**src/rtl/hazard_ctrl.sv**
```systemverilog
// Decode hazard controller: register scoreboard with RAW/WAW freeze and a post-redirect flush window.
// Freeze/flush are combinational from this cycle's inputs; scoreboard and flush counter update on CLK.
module hazard_ctrl #(
   parameter int FLUSH_CYCLES = 2
) (
   input  logic        CLK,
   input  logic        RSTN,
   input  logic        inst_vld,
   input  logic        rs1_ren,
   input  logic        rs2_ren,
   input  logic [4:0]  rs1_p,
   input  logic [4:0]  rs2_p,
   input  logic [4:0]  rd_p,
   input  logic        rd_req,
   input  logic        ext_stall,
   input  logic        alu_redirect,
   input  logic        wb_vld,
   input  logic [4:0]  wb_rd,
   output logic        dec_freeze,
   output logic        alu_flush,
   output logic [31:0] sb_busy,
   output logic [3:0]  flush_cnt
);

   typedef enum logic {RUN, FLUSH} state_t;

   localparam logic [3:0] RELOAD = 4'(FLUSH_CYCLES - 1);

   state_t      state_q, state_d;
   logic [3:0]  cnt_q, cnt_d;
   logic [31:0] sb_q, sb_d;
   logic        pend_vld_q, pend_vld_d;
   logic [4:0]  pend_rd_q, pend_rd_d;

   logic [31:0] wb_mask;
   logic [31:0] busy_eff;
   logic        raw1, raw2, waw;
   logic        issue;

   always_comb begin
      wb_mask = '0;
      if (wb_vld) wb_mask[wb_rd] = 1'b1;
      busy_eff = sb_q & ~wb_mask;

      raw1 = rs1_ren & (rs1_p != 5'd0) & busy_eff[rs1_p];
      raw2 = rs2_ren & (rs2_p != 5'd0) & busy_eff[rs2_p];
      waw  = rd_req  & (rd_p  != 5'd0) & busy_eff[rd_p];

      alu_flush  = alu_redirect | (state_q == FLUSH);
      dec_freeze = ext_stall | (inst_vld & ~alu_flush & (raw1 | raw2 | waw));
      issue      = inst_vld & ~dec_freeze & ~alu_flush;

      // Order encodes bit priority: squash clear > issue set > writeback clear.
      sb_d = sb_q;
      if (wb_vld) sb_d[wb_rd] = 1'b0;
      if (issue & rd_req) sb_d[rd_p] = 1'b1;
      if (alu_flush & pend_vld_q) sb_d[pend_rd_q] = 1'b0;
      sb_d[0] = 1'b0;

      pend_vld_d = 1'b0;
      pend_rd_d  = pend_rd_q;
      if (issue) begin
         pend_vld_d = rd_req & (rd_p != 5'd0);
         pend_rd_d  = rd_p;
      end else if (dec_freeze & ~alu_flush) begin
         pend_vld_d = pend_vld_q;
      end
   end

   always_comb begin
      state_d = state_q;
      cnt_d   = cnt_q;
      case (state_q)
         RUN: begin
            if (alu_redirect && (FLUSH_CYCLES > 1)) begin
               state_d = FLUSH;
               cnt_d   = RELOAD;
            end
         end
         FLUSH: begin
            if (alu_redirect) begin
               cnt_d = RELOAD;
            end else begin
               cnt_d = cnt_q - 4'd1;
               if (cnt_q == 4'd1) state_d = RUN;
            end
         end
         default: begin
            state_d = RUN;
            cnt_d   = 4'd0;
         end
      endcase
   end

   always_ff @(posedge CLK or negedge RSTN) begin
      if (!RSTN) begin
         state_q    <= RUN;
         cnt_q      <= 4'd0;
         sb_q       <= '0;
         pend_vld_q <= 1'b0;
         pend_rd_q  <= 5'd0;
      end else begin
         state_q    <= state_d;
         cnt_q      <= cnt_d;
         sb_q       <= sb_d;
         pend_vld_q <= pend_vld_d;
         pend_rd_q  <= pend_rd_d;
      end
   end

   assign sb_busy   = sb_q;
   assign flush_cnt = cnt_q;

endmodule

```
**config.mk**
```make
export PLATFORM = sky130hd
export DESIGN_NAME = hazard_ctrl
export DESIGN_NICKNAME = d
export VERILOG_FILES = /design/src/rtl/hazard_ctrl.sv
export SDC_FILE = /design/constraint.sdc
export NUM_CORES = 1
export LEC_CHECK = 0
export ABC_AREA = 1
export BUFFER_PORTS_ARGS = -buffer_cell sky130_fd_sc_hd__buf_2
export CORE_AREA = 2 2 91 93
export CTS_BUF_LIST = sky130_fd_sc_hd__clkbuf_2 sky130_fd_sc_hd__clkbuf_4 sky130_fd_sc_hd__clkbuf_8
export DETAILED_ROUTE_END_ITERATION = 16
export DIE_AREA = 0 0 93 95
export PLACE_DENSITY = 0.66
export SLEW_MARGIN = 5
export SYNTH_ARGS = -nofsm -noshare
export SYNTH_HDL_FRONTEND = slang
export SYNTH_SLANG_ARGS = --single-unit
```
**constraint.sdc**
```tcl
create_clock -name CLK -period 2.9 [get_ports CLK]
set_input_delay 0.58 -clock CLK [delete_from_list [all_inputs] [get_ports CLK]]
set_output_delay 0.58 -clock CLK [all_outputs]
set_load 0.05 [all_outputs]
```
* Word-level counts from Yosys, hierarchy flattened
Index checks and enable logic that the tools add are counted.
W data, S select, Z words.
** Operators by class
- Add/subtract/negate cells :: 1
- $lt $le $gt $ge :: 8
- Equality and inequality tests :: 3
- Muxes and demuxes :: 25
- Bitwise logic cells :: 27
- Reductions and logical operators :: 6
** Operator list (count)
- $mux W32 :: 4
- $and A32 B32 Y32 :: 3
- $not A32 Y32 :: 3
- $or A32 B32 Y32 :: 1
- $lt A5 B6 Y1 const B :: 5
- $bmux W1 S5 :: 3
- $demux W1 S5 :: 3
- $ge A5 B1 Y1 const B :: 3
- $reduce_bool A5 Y1 :: 3
- $and A1 B1 Y1 :: 13
- $mux W1 :: 11
- $mux W4 :: 2
- $pmux W4 S2 :: 1
- $eq A4 B1 Y1 const B :: 1
- $ne A2 B2 Y1 const B :: 2
- $or A1 B1 Y1 :: 4
- $sub A4 B1 Y4 const B :: 1
- $logic_and A1 B1 Y1 :: 3
- $not A1 Y1 :: 3
- $pmux W1 S2 :: 1
** Word-level totals
- Register bits :: 42

* Logic depth before layout (Yosys ltp)
Gate-level depths: netlist of run 1.
- Depth in word-level cells :: 21
- Gate-level depth with buffers :: 19

* Least setup slack after synthesis of run 1
OpenSTA, ideal clock, no wires.
- Path kind :: input -> output
- From :: input rs1_p[0]
- To :: output dec_freeze
- Data arrival time :: 2915 ps
- Data required time :: 2320 ps
- Slack :: -595 ps
- Cell stages on the path :: 15
- Cells stage by stage :: buf_4 -> inv_2 -> nor2_1 -> inv_1 -> o21ai_0 -> inv_1 -> nand2_1 -> nand2_1 -> nor2_1 -> nand2_1 -> nand2_1 -> nand2_1 -> nand3_2 -> inv_1 -> o21ai_0
** On the way
- Word-level cells in the longest chain between the ends :: 7
- Elaborated cells on any way between the ends :: 9
- Classes of those cells :: 2 x mux; 6 x bitwise; 1 x reduce/logical
** Ends and longest elaborated chain
- start: declaration :: RTL line 11 : input logic [4:0] rs1_p,
- $bmux W1 S5 or $reduce_bool A5 Y1 (tied branches) :: RTL line 45 : raw1 = rs1_ren & (rs1_p != 5'd0) & busy_eff[rs1_p];
- $mux W1 (not written as such) or $and A1 B1 Y1 (tied branches) :: RTL line 45
- $and A1 B1 Y1 * :: RTL line 45
- $or A1 B1 Y1 * (2 in a row) :: RTL line 50 : dec_freeze = ext_stall | (inst_vld & ~alu_flush & (raw1 | raw2 | waw));
- $and A1 B1 Y1 * :: RTL line 50
- $or A1 B1 Y1 * :: RTL line 50
- end: declaration :: RTL line 19 : output logic dec_freeze,
Every way passes the cells marked *; elsewhere a longest branch is shown, timed or not. The select of a mux whose other input is x is not followed.

* Worst setup path after layout of run 1
- From :: input wb_vld
- To :: output dec_freeze
** On the way
- Word-level cells in the longest chain between the ends :: 10
- Elaborated cells on any way between the ends :: 16
- Classes of those cells :: 7 x mux; 9 x bitwise
** Ends and longest elaborated chain
- start: declaration :: RTL line 17 : input logic wb_vld,
- $mux W32 * :: RTL line 42 : if (wb_vld) wb_mask[wb_rd] = 1'b1;
- $not A32 Y32 * :: RTL line 43 : busy_eff = sb_q & ~wb_mask;
- $and A32 B32 Y32 * :: RTL line 43
- $bmux W1 S5, on equally long branches :: RTL line 45, 46
- $mux W1, on equally long branches :: RTL line 45, 46
- $and A1 B1 Y1, on equally long branches :: RTL line 45, 46
- $or A1 B1 Y1 :: RTL line 50
- $or A1 B1 Y1 * :: RTL line 50
- $and A1 B1 Y1 * :: RTL line 50
- $or A1 B1 Y1 * :: RTL line 50
Marked as above.

==> tab_implementation.tex, run 1 <==
\begin{tabular}{lr}
\hline
Metric & Value \\
\hline
\multicolumn{2}{l}{\textbf{STA}} \\
Final setup slack of the worst path & roughly 0.056 ns \\
Share of the clock period used by the worst path after layout & 0.981 \\
Worst slack on hold paths & 0.414 ns \\
Worst-case clock skew & between 0.004 and 0.005 ns \\
Achievable clock frequency & 352 MHz \\
Number of pins exceeding their max-slew limit in the final report & 0 \\
Unrepaired setup endpoints after global routing & yes \\
Final count of hold timing violations & 0 \\
Max-slew headroom & 0.394 \\
Minimum clock period & about 2.8 ns \\
Setup Viol. Count Final & 0 \\
Slew at the pin with the worst max-slew slack & about 0.9 ns \\
\multicolumn{2}{l}{\textbf{Logic synthesis}} \\
Total of flip-flops plus latches after synthesis & 42 \\
Distinct cell type count after synthesis & 28 \\
Dominant cell by count in the synthesized netlist & nand2\_1 \\
Fraction of synthesis flops using an asynchronous set or reset pin & 1.00 \\
Number of enable flip-flop cells after synthesis & 0 \\
Portion of the post-synthesis area used by sequential elements & 0.306 \\
Most used flip-flop cell after synthesis & dfrtp\_1 \\
List of most frequent post-synthesis cells & nand2\_1 (155), nand3\_1 (118), nor2\_1 (92) \\
Area share of the leading cell type in the synthesized netlist & 0.306 \\
Synth warn & 0 \\
Top area cells in the synthesized netlist & dfrtp\_1 (31\%), nand3\_1 (17\%), nand2\_1 (17\%) \\
Leading area contributor after synthesis & dfrtp\_1 \\
Mapped Cells & around 570 \\
Net count after synthesis & approximately 600 \\
Average cell area after synthesis & 6.05 µm² \\
Netlist Area Pre-Place & 3430 µm² \\
\multicolumn{2}{l}{\textbf{Setup path}} \\
Cell chain of the critical path & buf\_4 > nand2\_2 > nor2\_4 > nand2\_1 > nand2\_2 > o21ai\_0 > o21bai\_1 > nand2\_1 > nand3\_1 > nand2\_1 > nand2\_2 > nand3\_2 > inv\_2 > o21ai\_2 > buf\_6 \\
Buffers and inverters on the worst path & 3 \\
Worst-case reg-to-reg path depth & 15 \\
WP data arrival & roughly 2.3 ns \\
Largest incremental delay on the critical path & 0.24 ns \\
Critical path class & input pin to primary output \\
Worst path depth & 15 \\
Critical Path Slowest Stage Cell & nor2\_4 \\
Top delay family on crit path & simple AND/OR/NAND/NOR gates \\
Required time worst endpoint & 2.32 ns \\
Crit path capture type & primary output \\
Element type at the critical path start & input pin \\
Worst-path maximum fanout & 5 \\
\multicolumn{2}{l}{\textbf{CTS}} \\
Number of H-tree branching levels & 2 \\
Clock slew at the register clock pins of the worst setup and hold paths & 0.08 ns \\
TritonCTS clock tree & yes \\
Post-CTS Hold Fix Bufs & 0 \\
Maximum buffer depth of the clock tree & 2 \\
Clock buffer count from CTS & 5 \\
CTS root buf & clkbuf\_8 \\
Skew-Pair Late Insertion Delay & roughly 0.29 ns \\
Clock sink count & between 40 and 50 \\
\multicolumn{2}{l}{\textbf{Global routing}} \\
Combined global-route utilization of all metal layers & 0.288 \\
First-pass GRT wire length & 19.7 mm \\
Antenna violations before repair & 0 \\
Total congestion overflow after global routing & 0 \\
Maximum number of pins on one net before global-route repair & 43 \\
Vias in the first global route & 3838 \\
\multicolumn{2}{l}{\textbf{Placement}} \\
Setup Slack @ Placement & -0.132 ns \\
DP HPWL & slightly below 10 mm \\
Total placed cells including tap cells & 755 \\
Count of input and output buffers & 65 \\
GPL Wtd Cong & 0.961 \\
\multicolumn{2}{l}{\textbf{Die}} \\
Placeable core area & 7930 µm² \\
Std-Cell Rows & 33 \\
Top-level I/O count & 67 \\
Width of the die & 93 µm \\
Initial cell density of the core & 0.433 \\
Vertical extent of the die & $\sim$95 µm \\
DIE AREA & 8840 µm² \\
\multicolumn{2}{l}{\textbf{Finish}} \\
Total area of multi-input combinational cells & 2250 µm² \\
Number of antenna repair diodes & 0 \\
Non-filler cells, final & 772 \\
Area growth, synth to finish & 31.1\% \\
Share of the core filled with cells & 0.568 \\
Storage cell area & 1050 µm² \\
Count of nets after finishing & 698 \\
Layout filler cell count & roughly 830 \\
Layout cells sized above 1 & 0.264 \\
\multicolumn{2}{l}{\textbf{Power}} \\
P per Cell Area & 437 nW/µm² \\
Tot Pwr & 1.97 mW \\
P\_leak & 2.14 nW \\
Peak supply drop & roughly 0.41 mV \\
\multicolumn{2}{l}{\textbf{Detailed routing}} \\
Number of DRC violations after detailed routing & 0 \\
First-pass DRT Iterations & 6 \\
Via count & 4334 \\
Average vias per placed instance & 5.61 \\
Total Routed Length & roughly 13 mm \\
Drt wl/cell & 16.7 µm \\
Initial drt markers & 500 \\
Number of nets with antenna violations after routing & 0 \\
\multicolumn{2}{l}{\textbf{Run status}} \\
Outcome & finished clean \\
\multicolumn{2}{l}{\textbf{Job}} \\
Max-cap violations & 0 \\
\multicolumn{2}{l}{\textbf{Min path}} \\
Type of the worst min-delay path & input pin to async pin \\
\hline
\end{tabular}
[logic make-up after synthesis]
family	after synthesis	synth area share
buf+inv	69	0.0922
flops	42	0.306
compound gates	69	0.107
simple gates	384	0.486
fa+ha+maj	2	0.00729
other cells	1	0.00109
[path summary, 6_finish.rpt]
check | from | end | slack (ns)
max | wb_vld | dec_freeze | 0.06
min | RSTN | sb_busy[6] | 0.41
max reg2reg | sb_busy[14] | sb_busy[1] | 0.70
min reg2reg | pend_vld_q | pend_vld_q | 0.56
max in group asynchronous | RSTN | flush_cnt[0] | 1.92
min in group CLK | alu_redirect | flush_cnt[3] | 0.50
[cell usage in the layout (no fill, tap or decap), types with 3 or more instances in the layout]
| cell type | count |
|---|---|
| nand4_1 | 4 |
| o21ai_0 | 12 |
| nor4_1 | 3 |
| nand2_1 | 129 |
| inv_2 | 8 |
| inv_1 | 42 |
| clkbuf_8 | 6 |
| nor2_4 | 5 |
| a21oi_1 | 37 |
| buf_6 | 9 |
| nand3_1 | 114 |
| nand3_2 | 7 |
| buf_2 | 58 |
| nor2_1 | 87 |
| dfrtp_1 | 42 |
| o21ai_1 | 8 |
| buf_12 | 4 |
| nand2_2 | 20 |
| inv_4 | 4 |
| nor2_2 | 4 |
| buf_4 | 35 |
| nand2_4 | 6 |
[worst reg2reg max path, cell delays in order (launching register included)]
cell and delay [ns]:
dfrtp_1 0.41, a21boi_2 0.16, buf_4 0.16, nand2_1 0.05
nand3_1 0.09, nand2_1 0.08, nand3_1 0.07, nand2_1 0.06
nand2_1 0.06, nand2_2 0.10, nand3_2 0.09, buf_4 0.15
nor3_4 0.14, buf_12 0.23, nand3_1 0.10, a21oi_1 0.16
[where the power goes]
part | leakage [nW] | internal, mW | switching, mW | total, mW
Clock | 0.0573 | 0.276 | 0.201 | 0.477
Combinational | 1.52 | 0.217 | 0.527 | 0.744
Sequential | 0.566 | 0.659 | 0.0892 | 0.748
[repair_timing]
action | CTS | global route
resized for setup | 7 | 86
setup endpoints to repair | 1 | 1
cloned | 0 | 1
pin swaps | 0 | 25
buffers inserted | 0 | 10
[registers in the layout (all words and copies together), names as in the netlist]
| name | count |
|---|---|
| flush_cnt | 4 |
| pend_vld_q | 1 |
| state_q | 1 |
| pend_rd_q | 5 |
| sb_busy | 31 |
[stage by stage]
step	setup TNS, ns	area (µm²)
floorplan	0	3440
global placement	-0.322	4050
detailed placement	-0.683	4050
CTS	0	4180
global route	-0.0408	4500
finish	0	4500
[per-layer routing]
layer | track usage | vias up | wire length (µm)
met2 | 0.464 | 281 | 5910
li1 | - | 2062 | -
met5 | 0 | - | 0
met3 | 0.0511 | 40 | 1230
met1 | 0.388 | 1951 | 5280
met4 | 0.109 | 0 | 469
[final cells by class]
| type | count | share of cell area |
|---|---|---|
| Multi-Input combinational cell | 457 | 0.500 |
| Sequential cell | 42 | 0.234 |
| Timing Repair Buffer | 106 | 0.163 |
| Inverter | 55 | 0.0489 |
| Tap cell | 105 | 0.0292 |
| Clock buffer | 6 | 0.0183 |
| Clock inverter | 1 | 0.00667 |
Note: power is estimated with default switching activity, not from simulation.
==> run 2, diff against run 1 <==
--- a/config.mk
+++ b/config.mk
@@ -5,12 +5,11 @@
 export SDC_FILE = /design/constraint.sdc
 export NUM_CORES = 1
 export LEC_CHECK = 0
-export ABC_AREA = 1
 export BUFFER_PORTS_ARGS = -buffer_cell sky130_fd_sc_hd__buf_2
-export CORE_AREA = 2 2 91 93
+export CORE_AREA = 2 2 93 95
 export CTS_BUF_LIST = sky130_fd_sc_hd__clkbuf_2 sky130_fd_sc_hd__clkbuf_4 sky130_fd_sc_hd__clkbuf_8
 export DETAILED_ROUTE_END_ITERATION = 16
-export DIE_AREA = 0 0 93 95
+export DIE_AREA = 0 0 95 97
 export PLACE_DENSITY = 0.66
 export SLEW_MARGIN = 5
 export SYNTH_ARGS = -nofsm -noshare
==> tab_implementation.tex, run 2 <==
\begin{tabular}{lr}
\hline
Metric & Value \\
\hline
\multicolumn{2}{l}{\textbf{Global routing}} \\
Vias in the first global route & 4410 (was 3838) \\
Antenna violations before repair & 0 (unchanged) \\
Combined global-route utilization of all metal layers & 0.335 (was 0.288) \\
Total congestion overflow after global routing & 0 (unchanged) \\
First-pass GRT wire length & 23.6 mm (was 19.7 mm) \\
Maximum number of pins on one net before global-route repair & 43 (unchanged) \\
\multicolumn{2}{l}{\textbf{Setup path}} \\
Startpoint of the worst-slack reg-to-reg timing path & sb\_busy[1] (was sb\_busy[14]) \\
Reg-to-reg critical path endpoint & sb\_busy[27] (was sb\_busy[1]) \\
Worst-case reg-to-reg path depth & 11 (was 15) \\
Critical path class & input pin to primary output (unchanged) \\
Cell chain of the critical path & buf\_8 > buf\_6 > and4bb\_4 > buf\_6 > a21boi\_4 > mux2i\_2 > o311ai\_2 > o211ai\_1 > nor4bb\_4 > and2\_4 > o21bai\_4 > buf\_8 (was buf\_4 > nand2\_2 > nor2\_4 > nand2\_1 > nand2\_2 > o21ai\_0 > o21bai\_1 > nand2\_1 > nand3\_1 > nand2\_1 > nand2\_2 > nand3\_2 > inv\_2 > o21ai\_2 > buf\_6) \\
WP data arrival & 2.70 ns (was 2.26 ns) \\
R2r setup slk & 0.41 ns (was 0.70 ns) \\
Critical Path Slowest Stage Cell & and4bb\_4 (was nor2\_4) \\
Required time worst endpoint & 2.32 ns (about the same) \\
Buffers and inverters on the worst path & 4 (was 3) \\
Element type at the critical path start & input pin (unchanged) \\
Largest incremental delay on the critical path & 0.37 ns (was 0.24 ns) \\
Worst-path maximum fanout & 6 (was 5) \\
Crit path capture type & primary output (unchanged) \\
Top delay family on crit path & simple AND/OR/NAND/NOR gates (unchanged) \\
\multicolumn{2}{l}{\textbf{Placement}} \\
Count of input and output buffers & 65 (unchanged) \\
GPL Wtd Cong & 1.02 (was 0.961) \\
DP HPWL & 12.3 mm (was 9.73 mm) \\
Total placed cells including tap cells & 734 (was 755) \\
\multicolumn{2}{l}{\textbf{Logic synthesis}} \\
List of most frequent post-synthesis cells & dfrtp\_1 (42), nor2\_1 (37), a21oi\_1 (35) (was nand2\_1 (155), nand3\_1 (118), nor2\_1 (92)) \\
Net count after synthesis & 480 (was 598) \\
Average cell area after synthesis & 8.08 µm² (was 6.05 µm²) \\
Area fraction in and, or, nand and nor cells after synthesis & 0.247 (was 0.486) \\
Top area cells in the synthesized netlist & dfrtp\_1 (29\%), a21oi\_1 (4.8\%), mux2i\_1 (3.9\%) (was dfrtp\_1 (31\%), nand3\_1 (17\%), nand2\_1 (17\%)) \\
Synth warn & 0 (unchanged) \\
Most used flip-flop cell after synthesis & dfrtp\_1 (unchanged) \\
Fraction of synthesis flops using an asynchronous set or reset pin & 1.00 (unchanged) \\
Dominant cell by count in the synthesized netlist & dfrtp\_1 (was nand2\_1) \\
Fraction of synthesized area in multiplexers & 0.0789 (was 0) \\
Netlist Area Pre-Place & 3630 µm² (was 3430 µm²) \\
Post-synthesis xor/xnor area fraction & 0.0193 (was 0) \\
Mapped Cells & 449 (was 567) \\
Portion of the post-synthesis area used by sequential elements & 0.290 (was 0.306) \\
Area share of the leading cell type in the synthesized netlist & 0.290 (was 0.306) \\
Area fraction in compound gates after synthesis & 0.295 (was 0.107) \\
Adder and majority cell fraction of the synthesized area & 0.00689 (was 0.00729) \\
Number of enable flip-flop cells after synthesis & 0 (unchanged) \\
Main combinational cell family by area after synthesis & compound AO/OA/AOI/OAI gates (was simple AND/OR/NAND/NOR gates) \\
Leading area contributor after synthesis & dfrtp\_1 (unchanged) \\
Distinct cell type count after synthesis & 79 (was 28) \\
Total of flip-flops plus latches after synthesis & 42 (unchanged) \\
\multicolumn{2}{l}{\textbf{Detailed routing}} \\
Total Routed Length & 15.5 mm (was 12.9 mm) \\
First-pass DRT Iterations & 7 (was 6) \\
Via count & 4602 (was 4334) \\
Drt wl/cell & 20.7 µm (was 16.7 µm) \\
Initial drt markers & 344 (was 500) \\
Average vias per placed instance & 6.14 (was 5.61) \\
Number of nets with antenna violations after routing & 0 (unchanged) \\
Number of DRC violations after detailed routing & 0 (unchanged) \\
\multicolumn{2}{l}{\textbf{Die}} \\
Std-Cell Rows & 33 (unchanged) \\
DIE AREA & 9220 µm² (was 8840 µm²) \\
Placeable core area & 8130 µm² (was 7930 µm²) \\
Initial cell density of the core & 0.446 (was 0.433) \\
Top-level I/O count & 67 (unchanged) \\
Width of the die & 95 µm (was 93 µm) \\
Vertical extent of the die & 97 µm (was 95 µm) \\
\multicolumn{2}{l}{\textbf{STA}} \\
Number of pins exceeding their max-slew limit in the final report & 0 (unchanged) \\
Achievable clock frequency & 305 MHz (was 352 MHz) \\
Unrepaired setup endpoints after global routing & yes (unchanged) \\
Final count of hold timing violations & 0 (unchanged) \\
Worst-case clock skew & 0.00358 ns (was 0.00432 ns) \\
Minimum clock period & 3.28 ns (was 2.84 ns) \\
Worst slack on hold paths & 0.413 ns (was 0.414 ns) \\
Max-slew headroom & 0.367 (was 0.394) \\
Setup Viol. Count Final & 1 (was 0) \\
Share of the clock period used by the worst path after layout & 1.13 (was 0.981) \\
Slew at the pin with the worst max-slew slack & 0.949 ns (was 0.909 ns) \\
Final setup slack of the worst path & -0.376 ns (was 0.0563 ns) \\
\multicolumn{2}{l}{\textbf{Power}} \\
Peak supply drop & 0.389 mV (was 0.406 mV) \\
P per Cell Area & 375 nW/µm² (was 437 nW/µm²) \\
Share of total power in combinational logic & 0.391 (was 0.378) \\
Proportion of power drawn by flip-flops and latches & 0.369 (was 0.380) \\
Share of total power in the clock network & 0.240 (was 0.242) \\
P\_leak & 2.53 nW (was 2.14 nW) \\
Power spent charging and discharging nets & 0.816 mW (was 0.817 mW) \\
Internal power consumption & 1.25 mW (was 1.15 mW) \\
Fraction of power spent switching nets & 0.395 (was 0.415) \\
\multicolumn{2}{l}{\textbf{CTS}} \\
Skew-Pair Late Insertion Delay & 0.31 ns (was 0.29 ns) \\
Maximum buffer depth of the clock tree & 2 (unchanged) \\
Number of H-tree branching levels & 2 (unchanged) \\
Clock sink count & 42 (unchanged) \\
Clock buffer count from CTS & 5 (unchanged) \\
Clock slew at the register clock pins of the worst setup and hold paths & 0.09 ns (was 0.08 ns) \\
CTS root buf & clkbuf\_8 (unchanged) \\
TritonCTS clock tree & yes (unchanged) \\
\multicolumn{2}{l}{\textbf{Finish}} \\
Area growth, synth to finish & 52.0\% (was 31.1\%) \\
Most common cell after layout, fill and taps aside & buf\_4 (was nand2\_1) \\
Layout cells sized above 1 & 0.426 (was 0.264) \\
Total area of multi-input combinational cells & 2590 µm² (was 2250 µm²) \\
Count of nets after finishing & 675 (was 698) \\
Most used cells in the layout excluding fill and tap cells & buf\_4 (144), buf\_2 (60), dfrtp\_1 (42), nor2\_1 (36), a21oi\_1 (33) (was nand2\_1 (129), nand3\_1 (114), nor2\_1 (87), buf\_2 (58)) \\
Number of flip-flops in the largest register & 31 (unchanged) \\
Storage cell area & 1050 µm² (unchanged) \\
Non-filler cells, final & 750 (was 772) \\
Layout filler cell count & 690 (was 827) \\
Number of antenna repair diodes & 0 (unchanged) \\
\multicolumn{2}{l}{\textbf{Run status}} \\
Violated checks & negative setup slack \\
Outcome & complete, but fails checks (was finished clean) \\
\multicolumn{2}{l}{\textbf{Min path}} \\
Type of the worst min-delay path & input pin to async pin (unchanged) \\
\multicolumn{2}{l}{\textbf{Job}} \\
Max-cap violations & 0 (unchanged) \\
\hline
\end{tabular}
run 2: layout make-up:
type                    count  share of cell area
well taps                 105              0.0238
multi-input cells         351               0.469
repair buffers            214               0.275
inverters                  30              0.0204
flip-flops and latches     42               0.191
clock buffers               5              0.0125
clock inverters             3             0.00885
run 2: metal layers:
metal / vias to the layer above / track usage / part of all wire
met5: - / 0 / 0
met4: 0 / 0.134 / 0.028
met3: 38 / 0.0522 / 0.087
met2: 258 / 0.508 / 0.45
met1: 2216 / 0.475 / 0.43
li1: 2090 / - / -
run 2: timing repair:
item | CTS | global route
gates resized for setup | 32 | 33
hold buffers | 0 | 0
pin swaps | 14 | 15
setup buffers | 5 | 4
endpoints found under the setup margin | 6 | 19
run 2: worst max-delay path by stage:
| stage | start | to | slack (ns) | cells after the start |
|---|---|---|---|---|
| after CTS | wb_rd[0] | dec_freeze | -0.36 | 12 |
| final | wb_rd[0] | dec_freeze | -0.38 | 12 |
| after global routing | wb_vld | dec_freeze | -0.47 | 11 |
| after floorplan | wb_rd[3] | dec_freeze | -0.18 | 10 |
| after global placement | wb_rd[0] | dec_freeze | -0.59 | 13 |
| after detailed placement | wb_rd[0] | dec_freeze | -0.62 | 12 |
run 2: kinds of logic after synthesis:
group           Yosys count
mux                      26
buf+inv                  56
flops                    42
fa+ha+maj                 2
compound gates          159
simple gates            155
other cells               1
xor+xnor                  8
run 2: worst register-to-register path, stage by stage (launching register included):
cell,delay (ns)
dfrtp_1,0.42
mux2_2,0.28
o311a_1,0.12
a311o_1,0.32
nand4_1,0.15
a311oi_4,0.13
a41oi_4,0.20
buf_4,0.13
buf_4,0.16
nand3_1,0.08
buf_4,0.18
a21oi_1,0.22
run 2: power by group through the flow:
stage / sequential (mW) / clock, mW / combinational, mW
6_report: 0.763 / 0.496 / 0.807
3_3_place_gp: 0.765 / 0 / 0.740
5_1_grt: 0.780 / 0.526 / 0.871
3_5_place_dp: 0.775 / 0 / 0.755
4_1_cts: 0.762 / 0.501 / 0.783
2_1_floorplan: 0.842 / 0 / 0.403
run 2: stage by stage:
| step | setup slack [ns] | TNS [ns] | power (mW) | utilization | area (µm²) |
|---|---|---|---|---|---|
| global route | -0.465 | -0.498 | 2.18 | 0.678 | 5520 |
| finish | -0.376 | -0.376 | 2.07 | 0.678 | 5520 |
| floorplan | -0.182 | -0.182 | 1.24 | - | 3680 |
| CTS | -0.364 | -0.364 | 2.05 | 0.659 | 5360 |
| detailed placement | -0.621 | -8.45 | 1.53 | 0.623 | 5070 |
| global placement | -0.587 | -7.41 | 1.51 | 0.623 | 5070 |
